### src/rtl/vgm_pkg.sv
`default_nettype none
// ============================================================================
// Module  : vgm_pkg
// Brief   : VGM opcodes, wait constants and sequencer state encoding.
// Revision: 1.0 - initial release
// ============================================================================
package vgm_pkg;

    localparam logic [7:0] C_OP_GG_STEREO = 8'h4F;
    localparam logic [7:0] C_OP_PSG_WR    = 8'h50;
    localparam logic [7:0] C_OP_WAIT_N    = 8'h61;
    localparam logic [7:0] C_OP_WAIT_735  = 8'h62;
    localparam logic [7:0] C_OP_WAIT_882  = 8'h63;
    localparam logic [7:0] C_OP_END       = 8'h66;
    localparam logic [7:0] C_OP_WAIT_SHORT = 8'h70;

    localparam logic [15:0] C_WAIT_NTSC = 16'd735;
    localparam logic [15:0] C_WAIT_PAL  = 16'd882;

    typedef enum logic [3:0] {
        ST_IDLE     = 4'd0,
        ST_FETCH_OP = 4'd1,
        ST_FETCH_D0 = 4'd2,
        ST_FETCH_D1 = 4'd3,
        ST_WR_HI    = 4'd4,
        ST_WR_LO    = 4'd5,
        ST_WAIT     = 4'd6,
        ST_DONE     = 4'd7,
        ST_ERR      = 4'd8
    } state_e;

endpackage
`default_nettype wire

### src/rtl/vgm_wait_timer.sv
`default_nettype none
// ============================================================================
// Module  : vgm_wait_timer
// Brief   : 16-bit sample-tick down-counter with load, tick enable and zero flag.
// Revision: 1.0 - initial release
// ============================================================================
module vgm_wait_timer (
    input  logic        clk,
    input  logic        rst_n,
    input  logic        load_i,
    input  logic [15:0] load_val_i,
    input  logic        tick_i,
    output logic        zero_o,
    output logic        expire_o
);

    logic [15:0] cnt_q;

    always_ff @(posedge clk or negedge rst_n) begin
        if (!rst_n) begin
            cnt_q <= '0;
        end else if (load_i) begin
            cnt_q <= load_val_i;
        end else if (tick_i && (cnt_q != 16'd0)) begin
            cnt_q <= cnt_q - 16'd1;
        end
    end

    assign zero_o   = (cnt_q == 16'd0);
    // Flags the tick that empties the counter so the FSM can leave WAIT on that same edge
    assign expire_o = tick_i && (cnt_q == 16'd1);

endmodule
`default_nettype wire

### src/rtl/vgm_psg_sequencer.sv
`default_nettype none
// ============================================================================
// Module  : vgm_psg_sequencer
// Brief   : Plays a VGM byte stream into the SN76489 write port (PSG writes, waits).
//           Optional: VGM_PSG_SEQ_GG_STEREO_EN accepts and discards opcode 0x4F.
// Revision: 1.0 - initial release
// ============================================================================
module vgm_psg_sequencer
    import vgm_pkg::*;
#(
    parameter int unsigned WR_PULSE = 2,
    parameter int unsigned WR_GAP   = 2
) (
    input  logic       in_clk,
    input  logic       in_rst_n,
    input  logic       in_start,
    input  logic [7:0] in_byte,
    input  logic       in_byte_valid,
    output logic       out_byte_ready,
    input  logic       in_tick,
    output logic [7:0] out_val,
    output logic       out_wr,
    output logic       out_busy,
    output logic       out_done,
    output logic       out_err,
    output logic [7:0] out_err_op
);

    localparam logic [7:0] C_PULSE_LAST = 8'(WR_PULSE - 1);
    localparam logic [7:0] C_GAP_LAST   = 8'(WR_GAP - 1);

    state_e      state_q, state_d;
    logic [7:0]  pcnt_q, pcnt_d;
    logic [7:0]  op_q, op_d;
    logic [7:0]  d0_q, d0_d;
    logic [7:0]  val_q, val_d;
    logic [7:0]  err_op_q, err_op_d;
    logic        wr_q, ready_q, busy_q, done_q, err_q;

    logic        w_xfer;
    logic        w_load;
    logic [15:0] w_load_val;
    logic        w_tick_en;
    logic        w_zero;
    logic        w_expire;

    assign w_xfer    = in_byte_valid && ready_q;
    assign w_tick_en = (state_q == ST_WAIT) && in_tick;

    vgm_wait_timer u_timer (
        .clk        (in_clk),
        .rst_n      (in_rst_n),
        .load_i     (w_load),
        .load_val_i (w_load_val),
        .tick_i     (w_tick_en),
        .zero_o     (w_zero),
        .expire_o   (w_expire)
    );

    always_comb begin
        state_d    = state_q;
        pcnt_d     = pcnt_q;
        op_d       = op_q;
        d0_d       = d0_q;
        val_d      = val_q;
        err_op_d   = err_op_q;
        w_load     = 1'b0;
        w_load_val = 16'd0;
        case (state_q)
            ST_IDLE, ST_DONE, ST_ERR: begin
                if (in_start) begin
                    state_d  = ST_FETCH_OP;
                    err_op_d = 8'h00;
                end
            end
            ST_FETCH_OP: begin
                if (w_xfer) begin
                    op_d = in_byte;
                    case (in_byte)
                        C_OP_PSG_WR, C_OP_WAIT_N: state_d = ST_FETCH_D0;
`ifdef VGM_PSG_SEQ_GG_STEREO_EN
                        C_OP_GG_STEREO:           state_d = ST_FETCH_D0;
`endif
                        C_OP_WAIT_735: begin
                            w_load     = 1'b1;
                            w_load_val = C_WAIT_NTSC;
                            state_d    = ST_WAIT;
                        end
                        C_OP_WAIT_882: begin
                            w_load     = 1'b1;
                            w_load_val = C_WAIT_PAL;
                            state_d    = ST_WAIT;
                        end
                        C_OP_END: state_d = ST_DONE;
                        default: begin
                            if (in_byte[7:4] == C_OP_WAIT_SHORT[7:4]) begin
                                w_load     = 1'b1;
                                w_load_val = {12'd0, in_byte[3:0]} + 16'd1;
                                state_d    = ST_WAIT;
                            end else begin
                                err_op_d = in_byte;
                                state_d  = ST_ERR;
                            end
                        end
                    endcase
                end
            end
            ST_FETCH_D0: begin
                if (w_xfer) begin
                    if (op_q == C_OP_PSG_WR) begin
                        val_d   = in_byte;
                        pcnt_d  = 8'd0;
                        state_d = ST_WR_HI;
                    end else if (op_q == C_OP_WAIT_N) begin
                        d0_d    = in_byte;
                        state_d = ST_FETCH_D1;
                    end else begin
                        // Game Gear stereo byte: consumed, no PSG effect
                        state_d = ST_FETCH_OP;
                    end
                end
            end
            ST_FETCH_D1: begin
                if (w_xfer) begin
                    if ({in_byte, d0_q} == 16'd0) begin
                        state_d = ST_FETCH_OP;
                    end else begin
                        w_load     = 1'b1;
                        w_load_val = {in_byte, d0_q};
                        state_d    = ST_WAIT;
                    end
                end
            end
            ST_WR_HI: begin
                if (pcnt_q == C_PULSE_LAST) begin
                    pcnt_d  = 8'd0;
                    state_d = ST_WR_LO;
                end else begin
                    pcnt_d = pcnt_q + 8'd1;
                end
            end
            ST_WR_LO: begin
                if (pcnt_q == C_GAP_LAST) begin
                    pcnt_d  = 8'd0;
                    state_d = ST_FETCH_OP;
                end else begin
                    pcnt_d = pcnt_q + 8'd1;
                end
            end
            ST_WAIT: begin
                if (w_expire || w_zero) begin
                    state_d = ST_FETCH_OP;
                end
            end
            default: state_d = ST_IDLE;
        endcase
    end

    // Outputs are registered from the next state so they line up with state_q
    always_ff @(posedge in_clk or negedge in_rst_n) begin
        if (!in_rst_n) begin
            state_q  <= ST_IDLE;
            pcnt_q   <= 8'd0;
            op_q     <= 8'd0;
            d0_q     <= 8'd0;
            val_q    <= 8'd0;
            err_op_q <= 8'd0;
            wr_q     <= 1'b0;
            ready_q  <= 1'b0;
            busy_q   <= 1'b0;
            done_q   <= 1'b0;
            err_q    <= 1'b0;
        end else begin
            state_q  <= state_d;
            pcnt_q   <= pcnt_d;
            op_q     <= op_d;
            d0_q     <= d0_d;
            val_q    <= val_d;
            err_op_q <= err_op_d;
            wr_q     <= (state_d == ST_WR_HI);
            ready_q  <= (state_d == ST_FETCH_OP) || (state_d == ST_FETCH_D0) ||
                        (state_d == ST_FETCH_D1);
            busy_q   <= !((state_d == ST_IDLE) || (state_d == ST_DONE) ||
                          (state_d == ST_ERR));
            done_q   <= (state_d == ST_DONE);
            err_q    <= (state_d == ST_ERR);
        end
    end

    assign out_byte_ready = ready_q;
    assign out_val        = val_q;
    assign out_wr         = wr_q;
    assign out_busy       = busy_q;
    assign out_done       = done_q;
    assign out_err        = err_q;
    assign out_err_op     = err_op_q;

endmodule
`default_nettype wire
### config.mk
export PLATFORM = sky130hd
export DESIGN_NAME = vgm_psg_sequencer
export DESIGN_NICKNAME = d
export VERILOG_FILES = /design/src/rtl/vgm_pkg.sv /design/src/rtl/vgm_wait_timer.sv /design/src/rtl/vgm_psg_sequencer.sv
export SDC_FILE = /design/constraint.sdc
export NUM_CORES = 1
export LEC_CHECK = 0
export BUFFER_PORTS_ARGS = -buffer_cell sky130_fd_sc_hd__buf_4
export CORE_ASPECT_RATIO = 0.75
export CORE_MARGIN = 4
export CORE_UTILIZATION = 64
export CTS_CLUSTER_DIAMETER = 60
export DETAILED_ROUTE_END_ITERATION = 7
export PLACE_DENSITY_LB_ADDON = 0.3
export SETUP_SLACK_MARGIN = 0.2
export SYNTH_ARGS = -nofsm -noshare
export SYNTH_HDL_FRONTEND = slang
export SYNTH_SLANG_ARGS = --single-unit
### constraint.sdc
create_clock -name in_clk -period 3.7 [get_ports in_clk]
set_input_delay 0.74 -clock in_clk [delete_from_list [all_inputs] [get_ports in_clk]]
set_output_delay 0.74 -clock in_clk [all_outputs]
set_load 0.005 [all_outputs]
==> results.json <==
{
  "grt_overflow": 0,
  "clk_latency_ns": 0.35,
  "yosys_register_bits": 65,
  "initial_core_util_pct": 67.2,
  "via_per_inst": 6.37,
  "hpwl_microns": 6490,
  "fin_crit_sh_pct": 74.6,
  "ir_worst_vdd_mv": 0.305,
  "p_sw_share_pct": 39.0,
  "die_h_microns": 73.4,
  "critPathCapture": "pcnt_q[5]$_DFFE_PN0P_",
  "grt_pass1_wl_microns": 15200,
  "diodes": 0,
  "crit_required_ns": 3.92,
  "worstReg2RegStart": "state_q[1]$_DFF_PN0_",
  "drc_errors": 0,
  "worst_slew_pin_slew_ns": 0.802,
  "routed_wl_microns": 9070,
  "mostFrequentLayoutCells": "dfrtp_1 (65), nand2_1 (54), buf_4 (36), o21ai_0 (35)",
  "wl_per_cell_microns": 18.4,
  "path_clk_slew_ns": 0.07,
  "areaGrowthSynthToFinish_pct": 12.6,
  "root_buffer": "clkbuf_8",
  "synthesis.instances": 382,
  "synth_area_sq_mm": 0.00365,
  "htree_levels": 3,
  "place.gp.congestion": 0.968,
  "clkSinkCount": 65,
  "clock.fmax_ghz": 0.362,
  "post_cts.repair.setup_buffers": 0,
  "drive_gt1_share_pct": 19.4,
  "synth_compound_area_share_pct": 15.9,
  "synthAdderAreaFrac_pct": 3.08,
  "dr.pass1.iters": 5,
  "synth_flop_cell": "dfrtp_1",
  "synth_area_per_cell_sq_um": 9.57,
  "final_common_cell": "dfrtp_1",
  "path_max_fanout": 10,
  "grt_setup_unrepaired": "false",
  "tns_ns": 0,
  "drv_slew": 0,
  "period_needed_ns": 2.76,
  "r2r-end": "pcnt_q[5]$_DFFE_PN0P_",
  "yosysWarnings": 0,
  "synth-simple-area-share_pct": 22.5,
  "slew_headroom_pct": 46.6,
  "final_nets": 434,
  "die_area_sq_mm": 0.00700,
  "synthTopCellsByArea": "dfrtp_1 (45%), nand2_1 (5.5%), o21ai_0 (4.8%)",
  "grt_start_max_net_pins": 66,
  "holdBufCountCts": 0,
  "synth_edf_count": 0,
  "seqPwrFrac_pct": 40.5,
  "start_kind": "register",
  "leakage_nw": 1.89,
  "die_x_microns": 95.3,
  "drt_first_iter_violations": 320,
  "muxShareOfSynthArea_pct": 6.20,
  "path_class": "register to register",
  "synth_fp_nets": 404,
  "cp-startpoint": "state_q[1]$_DFF_PN0_",
  "async_reset_ff_share_pct": 100,
  "synth.distinct_cells": 65,
  "synth-xor-area-share_pct": 2.88,
  "powerDensity_mw_per_mm2": 684,
  "outcome": "finished clean",
  "antenna_found_initial": 0,
  "io_pins": 34,
  "drtAntennaViolNets": 0,
  "hold_ws_ns": 0.476,
  "setup_violations": 0,
  "cts_tree": "done",
  "min_path_type": "input port to async pin",
  "combPwrFrac_pct": 37.6,
  "core_sq_mm": 0.00544,
  "synth_top_area_share_pct": 44.5,
  "worstSetupEndpointType": "register",
  "cts-resized-gates": 0,
  "rows": 23,
  "vias": 3132,
  "net-switching-power_mw": 1.10,
  "seq_area_frac_synth_pct": 44.5,
  "clockPowerShare_pct": 21.9,
  "cts_buffers": 9,
  "grt_pass1_vias": 3010,
  "p_int_mw": 1.72,
  "drv_cap": 0,
  "yosysTopAreaCell": "dfrtp_1",
  "cts.path.max_buffers": 2,
  "rr_worst_depth": 6,
  "grt_use_total_pct": 28.9,
  "portBuffers": 33,
  "skew_ns": 0.00747,
  "hold_viol_final": 0,
  "cp.arrival_ns": 2.98,
  "synth_top_family_by_area": "simple AND/OR/NAND/NOR gates",
  "reg2reg_slack_ns": 0.94
}
==> cells by family after synthesis <==
| group | count (synthesis) |
|---|---|
| AND/OR/NAND/NOR | 152 |
| AO/OA/AOI/OAI | 86 |
| flip-flops | 65 |
| buffers and inverters | 37 |
| multiplexers | 21 |
| XOR/XNOR | 12 |
| adder cells (fa/ha/maj) | 9 |
==> cell type report <==
class / count / area [sq um]
multi-input combinational: 280 / 1850
timing repair buffer: 36 / 270
clock buffer: 11 / 151
fill: 393 / 1320
sequential: 65 / 1630
inverter: 20 / 75.1
tap: 75 / 93.8
clock inverter: 5 / 53.8
==> metrics by stage <==
stage | total power, mW | instances | setup slack (ns) | utilization, % | instance area, sq um
2_1_floorplan | 1.86 | 382 | 1.05 | - | 3650
3_3_place_gp | 2.14 | 476 | 0.756 | 71.9 | 3910
3_5_place_dp | 2.19 | 476 | 0.678 | 71.9 | 3910
4_1_cts | 2.81 | 492 | 1.04 | 75.7 | 4120
5_1_grt | 3.02 | 492 | 0.852 | 75.7 | 4120
6_report | 2.82 | 492 | 0.939 | 75.7 | 4120
==> worst max-delay path, cell delays in order (launching register included) <==
cell,delay [ns]
dfrtp_1,0.57
nor3b_1,0.64
and4_1,0.34
and2_1,0.48
nor2_1,0.26
o21ai_0,0.23
o21ai_0,0.11
==> power by group through the flow <==
stage          logic, mW  clock network (mW)  registers [mW]
2_1_floorplan      0.785                   0            1.08
6_report            1.06               0.618            1.14
3_5_place_dp        1.05                   0            1.14
5_1_grt             1.19               0.663            1.17
3_3_place_gp        1.00                   0            1.13
4_1_cts             1.05               0.629            1.13
==> layer usage <==
| metal | vias up | global-route usage [%] | wire (microns) |
|---|---|---|---|
| li1 | 1431 | - | - |
| met1 | 1491 | 39.6 | 3830 |
| met2 | 183 | 43.0 | 4100 |
| met3 | 27 | 8.50 | 921 |
| met4 | 0 | 12.2 | 209 |
| met5 | - | 0 | 0 |
==> worst min-delay path by stage <==
stage / startpoint / to / depth (start not counted)
2_1_floorplan: in_rst_n / d0_q[0]$_DFFE_PN0P_ / 0
3_3_place_gp: op_q[6]$_DFFE_PN0P_ / op_q[6]$_DFFE_PN0P_ / 2
3_5_place_dp: op_q[6]$_DFFE_PN0P_ / op_q[6]$_DFFE_PN0P_ / 2
4_1_cts: op_q[7]$_DFFE_PN0P_ / op_q[7]$_DFFE_PN0P_ / 2
5_1_grt: op_q[3]$_DFFE_PN0P_ / op_q[3]$_DFFE_PN0P_ / 2
6_report: in_rst_n / op_q[7]$_DFFE_PN0P_ / 1
==> state kept, by name, indices dropped and copies added, names as in the netlist <==
signal,count
out_val,8
d0_q,8
out_err,1
op_q,8
state_q,4
out_wr,1
out_byte_ready,1
out_busy,1
out_done,1
pcnt_q,8
out_err_op,8
u_timer.cnt_q,16
==> cell usage after synthesis, types with 4 or more instances <==
cell / number
nand3_1: 15
nand2_1: 54
buf_2: 5
inv_1: 20
a21oi_1: 11
xnor2_1: 9
nor2b_1: 4
and3_1: 4
or4_1: 6
mux2i_1: 8
o21ai_0: 35
dfrtp_1: 65
mux2_2: 13
nor2_1: 20
ha_1: 9
nor4_1: 7
a22oi_1: 11
and2_1: 4
nor3_1: 13
clkbuf_1: 8
Note: power is estimated with default switching activity, not from simulation.
